[config.mk]
export PLATFORM = sky130hd
export DESIGN_NAME = eth_tx_framer_flat
export DESIGN_NICKNAME = d
export VERILOG_FILES = /design/src/rtl/eth_tx_framer_if.sv /design/src/rtl/eth_tx_framer.sv /design/src/flat_wrapper.sv
export SDC_FILE = /design/constraint.sdc
export NUM_CORES = 1
export LEC_CHECK = 0
export BUFFER_PORTS_ARGS = -buffer_cell sky130_fd_sc_hd__buf_4
export CAP_MARGIN = 5
export CORE_MARGIN = 10
export CORE_UTILIZATION = 30
export CTS_CLUSTER_SIZE = 8
export DETAILED_ROUTE_END_ITERATION = 8
export PLACE_DENSITY = 0.48
export SYNTH_ARGS = -nofsm -noshare
export SYNTH_HDL_FRONTEND = slang
export SYNTH_SLANG_ARGS = --single-unit
[constraint.sdc]
create_clock -name clk125 -period 6.4 [get_ports clk125]
set_input_delay 0.64 -clock clk125 [delete_from_list [all_inputs] [get_ports clk125]]
set_output_delay 0.64 -clock clk125 [all_outputs]
set_load 0.01 [all_outputs]
[src/rtl/eth_tx_framer_if.sv]
// Payload stream into eth_tx_framer: byte data with valid/ready/last handshake.
interface eth_tx_framer_if;
  logic [7:0] s_data;
  logic       s_valid;
  logic       s_last;
  logic       s_ready;

  modport master (output s_data, s_valid, s_last, input s_ready);
  modport slave  (input s_data, s_valid, s_last, output s_ready);
endinterface

[src/rtl/eth_tx_framer.sv]
// Ethernet transmit framer: payload stream -> GMII bytes (preamble, SFD, payload, FCS, IFG).
// Define ETH_TX_PAD_EN to zero-pad payloads shorter than 60 bytes before the FCS.
module eth_tx_framer #(
  parameter int unsigned IFG_BYTES = 12
) (
  input  logic           clk125,
  input  logic           rst,
  eth_tx_framer_if.slave s,
  output logic [7:0]     gmii_txd,
  output logic           gmii_txen,
  output logic           busy,
  output logic           underrun
);
  typedef enum logic [2:0] {IDLE, PRE, SFD, DATA, PAD, FCS, DRAIN, IFG} state_e;

  localparam logic [7:0] IFG_LAST = 8'(IFG_BYTES - 1);

  state_e      state_q, state_d;
  logic [7:0]  cnt_q, cnt_d;
  logic [10:0] len_q, len_d, len_inc;
  logic [31:0] crc_q, crc_d, fcs_word;
  logic        abort_q, abort_d;
  logic [7:0]  txd_q, txd_d;
  logic        txen_q, txen_d;
  logic        busy_q;
  logic        underrun_q, underrun_d;
  logic        pad_needed;

  function automatic logic [31:0] crc_byte(input logic [31:0] c, input logic [7:0] b);
    logic [31:0] r;
    r = c ^ {24'h0, b};
    for (int unsigned i = 0; i < 8; i++)
      r = r[0] ? ((r >> 1) ^ 32'hEDB88320) : (r >> 1);
    return r;
  endfunction

  assign len_inc = (len_q == '1) ? len_q : len_q + 11'd1;

`ifdef ETH_TX_PAD_EN
  localparam logic [10:0] MIN_LEN = 11'd60;
  assign pad_needed = (len_inc < MIN_LEN);
`else
  assign pad_needed = 1'b0;
`endif

  // An aborted frame sends the raw CRC register, i.e. the complement of the correct FCS.
  assign fcs_word = abort_q ? crc_q : ~crc_q;

  assign s.s_ready = (state_q == SFD) || (state_q == DATA) || (state_q == DRAIN);

  always_comb begin
    state_d    = state_q;
    cnt_d      = cnt_q;
    len_d      = len_q;
    crc_d      = crc_q;
    abort_d    = abort_q;
    txd_d      = '0;
    txen_d     = 1'b0;
    underrun_d = 1'b0;
    case (state_q)
      IDLE: begin
        if (s.s_valid) begin
          state_d = PRE;
          cnt_d   = '0;
          len_d   = '0;
          crc_d   = '1;
          abort_d = 1'b0;
          txd_d   = 8'h55;
          txen_d  = 1'b1;
        end
      end
      PRE: begin
        txen_d = 1'b1;
        if (cnt_q == 8'd6) begin
          txd_d   = 8'hD5;
          state_d = SFD;
        end else begin
          txd_d = 8'h55;
          cnt_d = cnt_q + 8'd1;
        end
      end
      SFD, DATA: begin
        txen_d = 1'b1;
        if (s.s_valid) begin
          txd_d   = s.s_data;
          crc_d   = crc_byte(crc_q, s.s_data);
          len_d   = len_inc;
          state_d = DATA;
          if (s.s_last) begin
            state_d = pad_needed ? PAD : FCS;
            cnt_d   = '0;
          end
        end else begin
          // Empty beat: first FCS byte goes out now, so FCS resumes at index 1.
          abort_d    = 1'b1;
          underrun_d = 1'b1;
          txd_d      = crc_q[7:0];
          state_d    = FCS;
          cnt_d      = 8'd1;
        end
      end
`ifdef ETH_TX_PAD_EN
      PAD: begin
        txen_d = 1'b1;
        crc_d  = crc_byte(crc_q, 8'h00);
        len_d  = len_inc;
        if (!pad_needed) begin
          state_d = FCS;
          cnt_d   = '0;
        end
      end
`endif
      FCS: begin
        txen_d = 1'b1;
        txd_d  = fcs_word[{cnt_q[1:0], 3'b000} +: 8];
        if (cnt_q == 8'd3) begin
          state_d = abort_q ? DRAIN : IFG;
          cnt_d   = '0;
        end else begin
          cnt_d = cnt_q + 8'd1;
        end
      end
      DRAIN: begin
        if (s.s_valid && s.s_last) begin
          state_d = IFG;
          cnt_d   = '0;
        end
      end
      IFG: begin
        if (cnt_q == IFG_LAST) state_d = IDLE;
        else                   cnt_d   = cnt_q + 8'd1;
      end
      default: state_d = IDLE;
    endcase
  end

  always_ff @(posedge clk125 or posedge rst) begin
    if (rst) begin
      state_q    <= IDLE;
      cnt_q      <= '0;
      len_q      <= '0;
      crc_q      <= '1;
      abort_q    <= 1'b0;
      txd_q      <= '0;
      txen_q     <= 1'b0;
      busy_q     <= 1'b0;
      underrun_q <= 1'b0;
    end else begin
      state_q    <= state_d;
      cnt_q      <= cnt_d;
      len_q      <= len_d;
      crc_q      <= crc_d;
      abort_q    <= abort_d;
      txd_q      <= txd_d;
      txen_q     <= txen_d;
      busy_q     <= (state_d != IDLE);
      underrun_q <= underrun_d;
    end
  end

  assign gmii_txd  = txd_q;
  assign gmii_txen = txen_q;
  assign busy      = busy_q;
  assign underrun  = underrun_q;
endmodule
[src/flat_wrapper.sv]
// flat-port wrapper written by rule: the top's interface ports become plain ports
module eth_tx_framer_flat 
#(
  parameter int unsigned IFG_BYTES = 12
)
  (clk125, rst, gmii_txd, gmii_txen, busy, underrun, s_s_data, s_s_valid, s_s_last, s_s_ready);
  eth_tx_framer_if s_i ();
  input  logic clk125;
  input  logic rst;
  output logic [7:0] gmii_txd;
  output logic gmii_txen;
  output logic busy;
  output logic underrun;
  input wire logic [$bits(s_i.s_data)-1:0] s_s_data;
  input wire logic [$bits(s_i.s_valid)-1:0] s_s_valid;
  input wire logic [$bits(s_i.s_last)-1:0] s_s_last;
  output wire logic [$bits(s_i.s_ready)-1:0] s_s_ready;
  assign s_i.s_data = s_s_data;
  assign s_i.s_valid = s_s_valid;
  assign s_i.s_last = s_s_last;
  assign s_s_ready = s_i.s_ready;
  eth_tx_framer #(.IFG_BYTES(IFG_BYTES)) u_core (.clk125(clk125), .rst(rst), .s(s_i), .gmii_txd(gmii_txd), .gmii_txen(gmii_txen), .busy(busy), .underrun(underrun));
endmodule
# After elaboration in Yosys (flattened, before gate mapping)
# Index checks and enable logic that the tools add are counted.
# W data, S select, Z words.
# totals
regBits	55
in_bits	12
out_inout_bits	12
elab_cells	88
# classes
add_sub_neg	1
eq_ne	16
shifts	1
mux	40
n_bitwise	10
reduce_logical	12
# op_table
cell	n
$mux W32	11
$not A13 Y14	8
$mux W8	9
$pmux W32 S2	1
$pmux W8 S6	1
$not A32 Y32	1
$pmux W8 S4	1
$shiftx A32 B6 Y8	1
$xor A32 B8 Y32	1
$mux W3	7
$pmux W3 S6	1
$ne A2 B2 Y1 const B	6
$eq A3 B3 Y1 const B	3
$add A8 B1 Y8 const B	1
$eq A8 B2 Y1 const B	1
$eq A8 B3 Y1 const B	1
$eq A8 B4 Y1 const B	1
$mux W7	1
$eq A3 B2 Y1 const B	2
$mux W1	6
$reduce_and A3 Y1	2
$reduce_and A6 Y1	1
$reduce_bool A6 Y1	1
$pmux W1 S2	2
9 further kinds	10

# Longest topological paths before layout
# depth
word_depth	19
depth_mapped	9
ltp_nobuf	7

# Worst setup path after synthesis
# Ideal clock, no wire load.
# synth_timing
path_type	register to register
from	register u_core.cnt_q[6]
to	register u_core.cnt_q[0]
setup_ns	0.137
arrival_time_ns	2.018
t_required_ns	6.263
setup_slack_ns	4.245
path_stages_with_launch	8
path_buffers	2
synth_period_minus_slack_ns	2.155
cell_sequence	dfrtp_1 > or4_1 > buf_6 > or4_4 > o22ai_2 > or3_1 > buf_4 > o221ai_2
# synth_via
elab_chain_cells	3
word_cells_on_any_way	8
cone_classes	eq/ne (5); mux (2); reduce/logical (1)
# synth_lines
element	line_no	source
start: declaration	eth_tx_framer.sv:19	logic [7:0] cnt_q, cnt_d;
start signal: assignment	eth_tx_framer.sv:150	cnt_q <= cnt_d;
$eq A8 B2 Y1 (tied with other cells)	eth_tx_framer.sv:116	if (cnt_q == 8'd3) begin
$mux W8 or $ne A2 B2 Y1 (tied branches)	--	
$pmux W8 S6 or $reduce_and A6 Y1 (tied branches)	--	
# Several ways; a longest one is shown, not always the timed one.
# A chain may end at the register's enable or synchronous reset.

# Worst setup path after layout
# layout_timing
from	register u_core.cnt_q[5]
to	register u_core.cnt_q[0]
# The elaborated chain is that of the path after synthesis.

==> results.sh <==
export IMPL_seqCellArea_mm2=0.00142
export IMPL_wl_um=8460
export IMPL_dp_hpwl_um=5690
export IMPL_crit_type="reg -> reg"
export IMPL_ff2ff_setup_slack_ns=3.63
export IMPL_required_ns=6.55
export IMPL_final_common_cell="xnor2_1"
export IMPL_yosysTopAreaCellShare=0.243
export IMPL_cts_setup_buffers=0
export IMPL_die_w_um=127
export IMPL_routedWlPerCell_um=17.3
export IMPL_yosysTopAreaCell="dfstp_2"
export IMPL_fin_setup_tns_ns=0
export IMPL_synth_area_leaders="dfstp_2 (24%), dfrtp_1 (17%), xnor2_1 (12%)"
export IMPL_ant_nets=0
export IMPL_core_area_mm2=0.0114
export IMPL_gp_congestion=0.785
export IMPL_synth_cell_type_count=49
export IMPL_clock_insertion_delay_worst_skew_ns=0.30
export IMPL_ys_ff_latch=55
export IMPL_yosysSeqAreaShare=0.410
export IMPL_gr_usage_met3=0.0207
export IMPL_ys_async_sr_fraction=1.00
export IMPL_io_pins=24
export IMPL_multi_input_area_mm2=0.00193
export IMPL_place_area_mm2=0.00374
export IMPL_grt_usage=0.105
export IMPL_path_max_fanout=12
export IMPL_rsz0062_at_grt="no"
export IMPL_grt_pass1_vias=2553
export IMPL_rr_endpoint="u_core.cnt_q[0]"
export IMPL_fin_ws_ns=3.63
export IMPL_drtPass1Iterations=5
export IMPL_clock_fmax_mhz=361
export IMPL_initial_core_util=0.304
export IMPL_vdd_drop_max_mv=0.134
export IMPL_use_met2=0.171
export IMPL_setup_viol=0
export IMPL_nets=359
export IMPL_h_tree_depth=2
export IMPL_synth_main_ff_cell="dfstp_2"
export IMPL_final_layout_size_suffix_gt1_frac=0.269
export IMPL_fp_dieArea_mm2=0.0162
export IMPL_die_h_um=127
export IMPL_areaGrowthSynthToFinish_pct=13.5
export IMPL_leakage_uw=0.00149
export IMPL_cts_resized_gates=0
export IMPL_final_fill_count=1161
export IMPL_synth_area_mm2=0.00346
export IMPL_synth_nets=346
export IMPL_grt_max_degree=56
export IMPL_fin_crit_sh=0.433
export IMPL_synthesis_instances=332
export IMPL_cts_root_buf="clkbuf_16"
export IMPL_yosysWarnings=0
export IMPL_hold_viol=0
export IMPL_r2r_cells=5
export IMPL_numCtsBuffers=5
export IMPL_grtUsageMet1=0.139
export IMPL_slowest_stage="or4_1"
export IMPL_hold_path_depth=1
export IMPL_cts_hold_buffers_added=0
export IMPL_std_cell_rows=39
export IMPL_worst_pin_slew_ns=0.892
export IMPL_antenna_found_initial=0
export IMPL_critPathCaptureType="flip-flop"
export IMPL_relSlewSlack=0.401
export IMPL_grt_ovfl_total=0
export IMPL_cts_tree="done"
export IMPL_io_buffers=23
export IMPL_dpl_worst_slack_ns=3.67
export IMPL_drt_iter0_drc=157
export IMPL_drc=0
export IMPL_via_per_inst=4.95
export IMPL_synth_area_per_cell_um2=10.4
export IMPL_synth_edff_count=0
export IMPL_layout_common_cells="xnor2_1 (46), nor2_1 (43), a21oi_1 (41)"
export IMPL_p_total_uw=1970
export IMPL_r2r_start="u_core.cnt_q[5]"
export IMPL_busiest_layer="met2"
export IMPL_holdPathEnd="u_core.cnt_q[7]"
export IMPL_vias=2421
export IMPL_drv_cap=0
export IMPL_final_min_clock_period_ns=2.77
export IMPL_run_status="finished, final reports clean"
export IMPL_hp_start="u_core.cnt_q[7]"
export IMPL_crit_path_max_incr_delay_ns=0.70
export IMPL_clk_pin_slew_ns=0.07
export IMPL_drv_slew=0
export IMPL_path_cells="or4_1 > or4_4 > o22ai_2 > or3_1 > o221ai_2"
export IMPL_cts_sinks=55
export IMPL_cts_buffer_depth=2
export IMPL_final_area_mm2=0.00392
export IMPL_grt_pass1_wl_um=14000
export IMPL_hold_class="reg -> reg"
export IMPL_cellPowerDensity_mw_per_mm2=503
export IMPL_antenna_cells=0
export IMPL_skew_ns=0.00559
export IMPL_cp_arrival_ns=2.93
export IMPL_worstSetupStartpointType="flip-flop"
layer usage:
| metal | vias to the layer above | wire, um |
|---|---|---|
| li1 | 1184 | - |
| met5 | - | 0 |
| met4 | 0 | 82 |
| met1 | 1201 | 4060 |
| met2 | 30 | 4040 |
| met3 | 6 | 280 |
cells by family (layout without fill, tap and decap cells):
kind of cell | after synthesis | after routing | share of synthesized area
compound gates | 88 | 88 | 0.167
xor+xnor | 77 | 77 | 0.220
fa+ha+maj | 2 | 2 | 0.00724
buf+inv | 25 | 39 | 0.0333
flops | 55 | 55 | 0.410
mux | 13 | 13 | 0.0681
simple gates | 72 | 72 | 0.0952
state kept, by name, summed over array words and instances, names as in the netlist:
name	cells
u_core.crc_q	32
u_core.cnt_q	8
u_core.state_q	3
u_core.abort_q	1
u_core.busy	1
u_core.gmii_txen	1
u_core.underrun	1
u_core.gmii_txd	8
how the worst max path moves through the flow:
| stage | slack, ns | start | depth (start not counted) | to |
|---|---|---|---|---|
| floorplan | 4.24 | u_core.cnt_q[6] | 7 | u_core.cnt_q[0] |
| global placement | 3.73 | u_core.cnt_q[5] | 5 | u_core.cnt_q[0] |
| detailed placement | 3.67 | u_core.cnt_q[5] | 5 | u_core.cnt_q[0] |
| CTS | 3.65 | u_core.cnt_q[5] | 5 | u_core.cnt_q[0] |
| global route | 3.49 | u_core.cnt_q[0] | 6 | u_core.cnt_q[5] |
| finish | 3.63 | u_core.cnt_q[5] | 5 | u_core.cnt_q[0] |
where the power goes:
part	internal, uW	switching (uW)	leakage (uW)
Clock	209	131	0.0000882
Combinational	478	508	0.000782
Sequential	494	155	0.000624
Total	1180	794	0.00149
Yosys cell counts (4+ instances only):
cell type  number
inv_1           4
a21oi_1        41
nand2b_1        4
o21ai_0        15
dfstp_2        32
mux4_2          8
o31ai_1        11
xor2_1         25
dfrtp_1        23
mux2_2          4
nand2_1         7
nor2_1         44
xnor2_1        46
clkbuf_1        9
nand3_1         6
buf_2           5
final cells by class:
type / instances / area share
timing repair buffer: 26 / 0.0497
sequential: 55 / 0.361
clock buffer: 6 / 0.0383
inverter: 5 / 0.00478
multi-input combinational: 252 / 0.491
clock inverter: 2 / 0.00957
tap: 143 / 0.0456
stage by stage:
stage / util / hold slack, ns / instances
global route: 0.345 / 0.524 / 489
finish: 0.345 / 0.506 / 489
CTS: 0.345 / 0.508 / 489
floorplan: - / 0.442 / 332
global placement: 0.329 / 0.489 / 481
detailed placement: 0.329 / 0.489 / 481
worst max-delay path: cells and delay by family, from the launching register on:
kind             cells  cell delay (ns)
AND/OR/NAND/NOR      3             1.60
AO/OA/AOI/OAI        2             0.58
flip-flops           1             0.44
(Power assumes the default switching activity.)
